`config.mk`:
```
export PLATFORM = sky130hd
export DESIGN_NAME = cpc_boot_rom_loader_flat
export DESIGN_NICKNAME = d
export VERILOG_FILES = /design/src/rtl/cpc_boot_pkg.sv /design/src/rtl/cpc_boot_rom_loader_if.sv /design/src/rtl/cpc_boot_rom_loader_bootword_serializer.sv /design/src/rtl/cpc_boot_rom_loader.sv /design/src/flat_wrapper.sv
export SDC_FILE = /design/constraint.sdc
export NUM_CORES = 1
export LEC_CHECK = 0
export ABC_AREA = 1
export BUFFER_PORTS_ARGS = -buffer_cell sky130_fd_sc_hd__buf_4
export CAP_MARGIN = 10
export CORE_ASPECT_RATIO = 0.8
export CORE_MARGIN = 10
export CORE_UTILIZATION = 29
export CTS_CLUSTER_DIAMETER = 60
export DETAILED_ROUTE_END_ITERATION = 6
export SYNTH_ARGS = -nofsm -noshare
export SYNTH_HDL_FRONTEND = slang
export SYNTH_SLANG_ARGS = --single-unit
export TNS_END_PERCENT = 5
```
`constraint.sdc`:
```
create_clock -name clk -period 2.2 [get_ports clk]
set_input_delay 0.55 -clock clk [delete_from_list [all_inputs] [get_ports clk]]
set_output_delay 0.55 -clock clk [all_outputs]
set_load 0.005 [all_outputs]
```
`src/rtl/cpc_boot_pkg.sv`:
```
// Shared boot-loader definitions: FSM state type and default ROM window constants.
package cpc_boot_pkg;

  typedef enum logic [2:0] {
    ST_IDLE   = 3'd0,
    ST_WAIT   = 3'd1,
    ST_SETUP  = 3'd2,
    ST_STROBE = 3'd3,
    ST_NEXT   = 3'd4,
    ST_DONE   = 3'd5
  } boot_state_e;

  // Also consumed by the memory manager to locate the ROM image in SRAM.
  localparam logic [18:0] ROM_LOCATION_DEFAULT = 19'h5C000;
  localparam logic [15:0] ROM_END_DEFAULT      = 16'h4000;

endpackage

```
`src/rtl/cpc_boot_rom_loader_if.sv`:
```
// Four-phase boot-word handshake between the control module (master) and the loader (slave).
interface cpc_boot_rom_loader_if;

  logic [31:0] host_bootdata;
  logic        host_bootdata_req;
  logic        host_bootdata_ack;

  modport master (
    output host_bootdata,
    output host_bootdata_req,
    input  host_bootdata_ack
  );

  modport slave (
    input  host_bootdata,
    input  host_bootdata_req,
    output host_bootdata_ack
  );

endinterface

```
`src/rtl/cpc_boot_rom_loader_bootword_serializer.sv`:
```
// Holds one captured boot word and presents it MSB byte first; the FSM loads and shifts it.
module bootword_serializer (
  input  logic        clk,
  input  logic        reset_n,
  input  logic        load,
  input  logic        shift,
  input  logic [31:0] word,
  output logic [7:0]  cur_byte,
  output logic        last
);

  logic [31:0] sr;
  logic [1:0]  idx;

  // Shift register and byte index: load restarts at byte 0, shift moves to the next lower byte.
  always_ff @(posedge clk or negedge reset_n) begin
    if (!reset_n) begin
      sr  <= '0;
      idx <= '0;
    end else if (load) begin
      sr  <= word;
      idx <= '0;
    end else if (shift) begin
      sr  <= {sr[23:0], 8'h00};
      idx <= idx + 2'd1;
    end
  end

  assign cur_byte = sr[31:24];
  assign last     = (idx == 2'd3);

endmodule

```
`src/rtl/cpc_boot_rom_loader.sv`:
```
// Boot ROM loader: takes 32-bit words over a four-phase handshake and writes them
// byte by byte into the SRAM ROM window with a timed write strobe.
module cpc_boot_rom_loader
  import cpc_boot_pkg::*;
#(
  parameter bit          CONFIG_ON_STARTUP = 1'b1,
  parameter logic [18:0] ROM_LOCATION      = ROM_LOCATION_DEFAULT,
  parameter logic [15:0] ROM_END           = ROM_END_DEFAULT,
  parameter int unsigned WR_CYCLES         = 2
) (
  input  logic                         clk,
  input  logic                         reset_n,
  cpc_boot_rom_loader_if.slave         host,
  input  logic                         host_reset,
  output logic [7:0]                   romwrite_data,
  output logic [18:0]                  romwrite_addr,
  output logic                         romwrite_wr,
  output logic                         rom_initialised
);

  localparam logic [3:0] STROBE_LAST = 4'(WR_CYCLES - 1);

  boot_state_e state;
  logic [15:0] count;
  logic [15:0] count_inc;
  logic [18:0] next_addr;
  logic [3:0]  timer;
  logic        ack;
  logic        req;
  logic        ser_load;
  logic        ser_shift;
  logic        ser_last;

  assign req                    = host.host_bootdata_req;
  assign host.host_bootdata_ack = ack;

  // Serializer control and address arithmetic; host_reset suppresses any load/shift.
  always_comb begin
    count_inc = count + 16'd1;
    next_addr = ROM_LOCATION + {3'b000, count};
    ser_load  = 1'b0;
    ser_shift = 1'b0;
    if (!host_reset) begin
      ser_load  = (state == ST_WAIT) && (count != ROM_END) && req && !ack;
      ser_shift = (state == ST_NEXT) && !ser_last;
    end
  end

  bootword_serializer u_ser (
    .clk      (clk),
    .reset_n  (reset_n),
    .load     (ser_load),
    .shift    (ser_shift),
    .word     (host.host_bootdata),
    .cur_byte (romwrite_data),
    .last     (ser_last)
  );

  // Load FSM with handshake, byte counter and strobe timer; host_reset overrides everything.
  always_ff @(posedge clk or negedge reset_n) begin
    if (!reset_n) begin
      state           <= CONFIG_ON_STARTUP ? ST_WAIT : ST_DONE;
      ack             <= 1'b0;
      romwrite_wr     <= 1'b0;
      romwrite_addr   <= ROM_LOCATION;
      count           <= '0;
      timer           <= '0;
      rom_initialised <= !CONFIG_ON_STARTUP;
    end else if (host_reset) begin
      state           <= ST_WAIT;
      ack             <= 1'b0;
      romwrite_wr     <= 1'b0;
      romwrite_addr   <= ROM_LOCATION;
      count           <= '0;
      timer           <= '0;
      rom_initialised <= 1'b0;
    end else begin
      // ack is released once req has been sampled low, in every state.
      if (ack && !req) ack <= 1'b0;
      case (state)
        ST_WAIT: begin
          if (count == ROM_END) begin
            state           <= ST_DONE;
            rom_initialised <= 1'b1;
          end else if (req && !ack) begin
            ack           <= 1'b1;
            romwrite_addr <= next_addr;
            state         <= ST_SETUP;
          end
        end
        ST_SETUP: begin
          romwrite_wr <= 1'b1;
          timer       <= '0;
          state       <= ST_STROBE;
        end
        ST_STROBE: begin
          if (timer == STROBE_LAST) begin
            romwrite_wr <= 1'b0;
            count       <= count_inc;
            // Reaching the byte budget mid-word drops the remaining bytes.
            if (count_inc == ROM_END) begin
              state           <= ST_DONE;
              rom_initialised <= 1'b1;
            end else begin
              state <= ST_NEXT;
            end
          end else begin
            timer <= timer + 4'd1;
          end
        end
        ST_NEXT: begin
          if (ser_last) begin
            state <= ST_WAIT;
          end else begin
            romwrite_addr <= next_addr;
            state         <= ST_SETUP;
          end
        end
        ST_DONE: begin
          romwrite_wr     <= 1'b0;
          rom_initialised <= 1'b1;
          // Late words are acknowledged and dropped so the host never stalls.
          if (req && !ack) ack <= 1'b1;
        end
        default: state <= ST_WAIT;
      endcase
    end
  end

endmodule

```
`src/flat_wrapper.sv`:
```
// flat-port wrapper written by rule: the top's interface ports become plain ports
module cpc_boot_rom_loader_flat import cpc_boot_pkg::*;
#(
  parameter bit          CONFIG_ON_STARTUP = 1'b1,
  parameter logic [18:0] ROM_LOCATION      = ROM_LOCATION_DEFAULT,
  parameter logic [15:0] ROM_END           = ROM_END_DEFAULT,
  parameter int unsigned WR_CYCLES         = 2
)
  (clk, reset_n, host_reset, romwrite_data, romwrite_addr, romwrite_wr, rom_initialised, host_host_bootdata, host_host_bootdata_req, host_host_bootdata_ack);
  cpc_boot_rom_loader_if host_i ();
  input  logic clk;
  input  logic reset_n;
  input  logic host_reset;
  output logic [7:0] romwrite_data;
  output logic [18:0] romwrite_addr;
  output logic romwrite_wr;
  output logic rom_initialised;
  input wire logic [$bits(host_i.host_bootdata)-1:0] host_host_bootdata;
  input wire logic [$bits(host_i.host_bootdata_req)-1:0] host_host_bootdata_req;
  output wire logic [$bits(host_i.host_bootdata_ack)-1:0] host_host_bootdata_ack;
  assign host_i.host_bootdata = host_host_bootdata;
  assign host_i.host_bootdata_req = host_host_bootdata_req;
  assign host_host_bootdata_ack = host_i.host_bootdata_ack;
  cpc_boot_rom_loader #(.CONFIG_ON_STARTUP(CONFIG_ON_STARTUP), .ROM_LOCATION(ROM_LOCATION), .ROM_END(ROM_END), .WR_CYCLES(WR_CYCLES)) u_core (.clk(clk), .reset_n(reset_n), .host(host_i), .host_reset(host_reset), .romwrite_data(romwrite_data), .romwrite_addr(romwrite_addr), .romwrite_wr(romwrite_wr), .rom_initialised(rom_initialised));
endmodule
```
==> out/metrics.cfg <==
[run_status]
status = finished clean

[grt]
grt_max_degree = 49
antenna_found_initial = 0
track_usage_pct = 12.0
grt_pass1_vias = 3508
overflow = 0
grt_pass1_wl_um = 18100

[clocking]
tritoncts = built
clock_sinks = 78
cts_buffer_depth = 2
path_clk_slew_ns = 0.06
cts-htree-levels = 3
insertion_delay_ns = 0.34
cts-root-buf = clkbuf_16
cts-hold-fix-buffers = 0
cts_inserted_buffers = 9

[logic_synthesis]
yosysMostFrequentCell = nand2_1
async_flop_share_pct = 100
synth_seq_area_share_pct = 49.1
ys_warn_count = 0
netlist_area_um2 = 3980
synth_edf_count = 0
synth_flop_cell = dfrtp_1
synth_commonest_cells = 122 x nand2_1, 74 x dfrtp_1, 42 x nand3_1
ys_types = 41
synth_top_area_share_pct = 46.5
avgSynthCellArea_um2 = 8.38
ys_ff_latch = 78
netlist_top_cells_area = dfrtp_1 46%, nand2_1 11%, nand3_1 5.3%
netlist_instances = 475
synth.largest_area_cell = dfrtp_1
syn-num-nets = 518

[worst_setup_path]
critPathArrivalTime_ns = 2.26
endpoint_kind = flop
critical_path_class = reg -> reg
path_max_fanout = 8
required_ns = 2.43
crit_path_start_kind = flop

[finish]
drive_gt1_share_pct = 22.4
nNetsFinal = 579
fill_cells = 1418
areaGrowthSynthToFinish_pct = 23.6
diodes = 0

[placement]
place_congestion = 0.954
dpl.hpwl_um = 8330
numPortBuffers = 64

[timing]
hold_slack_ns = 0.150
rsz0062_at_grt = false
fin_crit_ns = 2.03
min_period_over_period_pct = 92.2
setup_viol = 0
fin_tns_setup_ns = 0
fmax_ghz = 0.493
fin_worst_skew_ns = 0.0123
final_hold_viol_count = 0
slew_violations = 0

[worst_hold_path]
hp-class = in -> async

[detailed_routing]
first_iter_violations = 348
dr.pass1.iters = 4
drc = 0
detail-route-antenna-nets = 0
vias_per_cell = 4.90
wl_per_cell_um = 15.4
drt-total-wl_um = 11100
vias = 3532

[job]
cap_violations = 0

[power_and_ir_drop]
power_leakage_nw = 2.35
ir_drop_mv = 0.539
power_density_nw_per_um2 = 966

[die]
pin_count = 66
start_util_pct = 29.5
die_w_um = 151
rows = 38
coreArea_um2 = 13500
die_h_um = 125
design.die.area_um2 = 18800

[path summary, 6_finish.rpt]
kind	startpoint	endpoint	slack [ns]	cells after the start
max	u_core.count[2]$_DFFE_PN0P_	u_core.rom_initialised$_DFFE_PN0P_	0.17	11
max reg2reg	u_core.count[2]$_DFFE_PN0P_	u_core.rom_initialised$_DFFE_PN0P_	0.17	11
min	reset_n	u_core.timer[2]$_DFFE_PN0P_	0.15	1
max in group asynchronous	reset_n	u_core.romwrite_addr[14]$_DFFE_PN1P_	1.38	2
min in group clk	host_host_bootdata[20]	u_core.u_ser.sr[20]$_DFFE_PN0P_	0.41	3
min reg2reg	u_core.rom_initialised$_DFFE_PN0P_	u_core.rom_initialised$_DFFE_PN0P_	0.48	2
[state kept, by name, indices dropped and copies added, names as in the netlist]
register and cells:
u_core.count 16, u_core.host.host_bootdata_ack 1, u_core.rom_initialised 1, u_core.romwrite_addr 18, u_core.romwrite_wr 1, u_core.state 3, u_core.timer 4, u_core.u_ser.idx 2
u_core.u_ser.sr 32
[worst max-delay path: stages (launching register included)]
cell     delay, ns
dfrtp_1       0.54
nand2_1       0.11
nor2_1        0.27
nand2_1       0.17
o21ai_1       0.24
nand3_1       0.12
nor2_1        0.09
nand3_1       0.13
nand2_1       0.11
nand2_1       0.05
nand2_1       0.05
nand2_1       0.04
[report_power, final]
group / total, mW / switching (mW) / internal, mW
combinational: 1.32 / 0.756 / 0.561
sequential: 1.97 / 0.208 / 1.76
clock: 1.47 / 0.590 / 0.877
[cells in the final DEF (no fill, tap or decap), types with 5 or more instances in the layout]
cell type	n
nand2_2	5
o21ai_0	32
nor2_2	6
nand2_1	122
a21oi_1	8
o22ai_1	7
nor2_1	30
nand4_1	31
inv_1	33
clkbuf_16	9
buf_4	74
inv_2	6
ha_1	7
dfrtp_1	74
a22o_1	8
nand3_1	42
[area by class of cell]
| cell class | instances | area (um^2) | area share [%] |
|---|---|---|---|
| well taps | 180 | 225 | 4.58 |
| inverters | 41 | 156 | 3.18 |
| clock buffers | 10 | 229 | 4.65 |
| multi-input cells | 330 | 1700 | 34.5 |
| flip-flops and latches | 78 | 1960 | 39.8 |
| clock inverters | 6 | 61.3 | 1.25 |
| repair buffers | 76 | 596 | 12.1 |
[kinds of logic after synthesis]
group	Yosys count	share of synthesized area, %
other	1	0.0942
XOR/XNOR	2	0.440
AO/OA/AOI/OAI	66	9.80
buffers and inverters	67	8.36
flip-flops	78	49.1
adder cells (fa/ha/maj)	7	2.20
AND/OR/NAND/NOR	250	29.0
multiplexers	4	1.01
[metrics by stage]
step | setup slack [ns] | area [um^2] | power (mW) | instances | utilization (%)
after detailed placement | 0.244 | 4630 | 3.34 | 705 | 34.3
after global placement | 0.286 | 4630 | 3.31 | 705 | 34.3
after CTS | 0.215 | 4920 | 4.82 | 721 | 36.4
after floorplan | 0.533 | 3980 | 2.91 | 475 | -
final | 0.173 | 4920 | 4.76 | 721 | 36.5
after global routing | 0.0411 | 4920 | 5.08 | 721 | 36.5
[layer usage]
| layer | vias to the layer above | wire length [um] | global-route usage (%) |
|---|---|---|---|
| met5 | - | 0 | 0 |
| met4 | 0 | 135 | 3.62 |
| met3 | 8 | 658 | 4.14 |
| met2 | 108 | 5050 | 17.5 |
| met1 | 1700 | 5280 | 16.1 |
| li1 | 1716 | - | - |
[what timing repair did]
action / CTS / global route
endpoints found under the setup margin: 0 / 11
setup buffers: 0 / 0
resized for setup: 0 / 1
(Power assumes the default switching activity.)
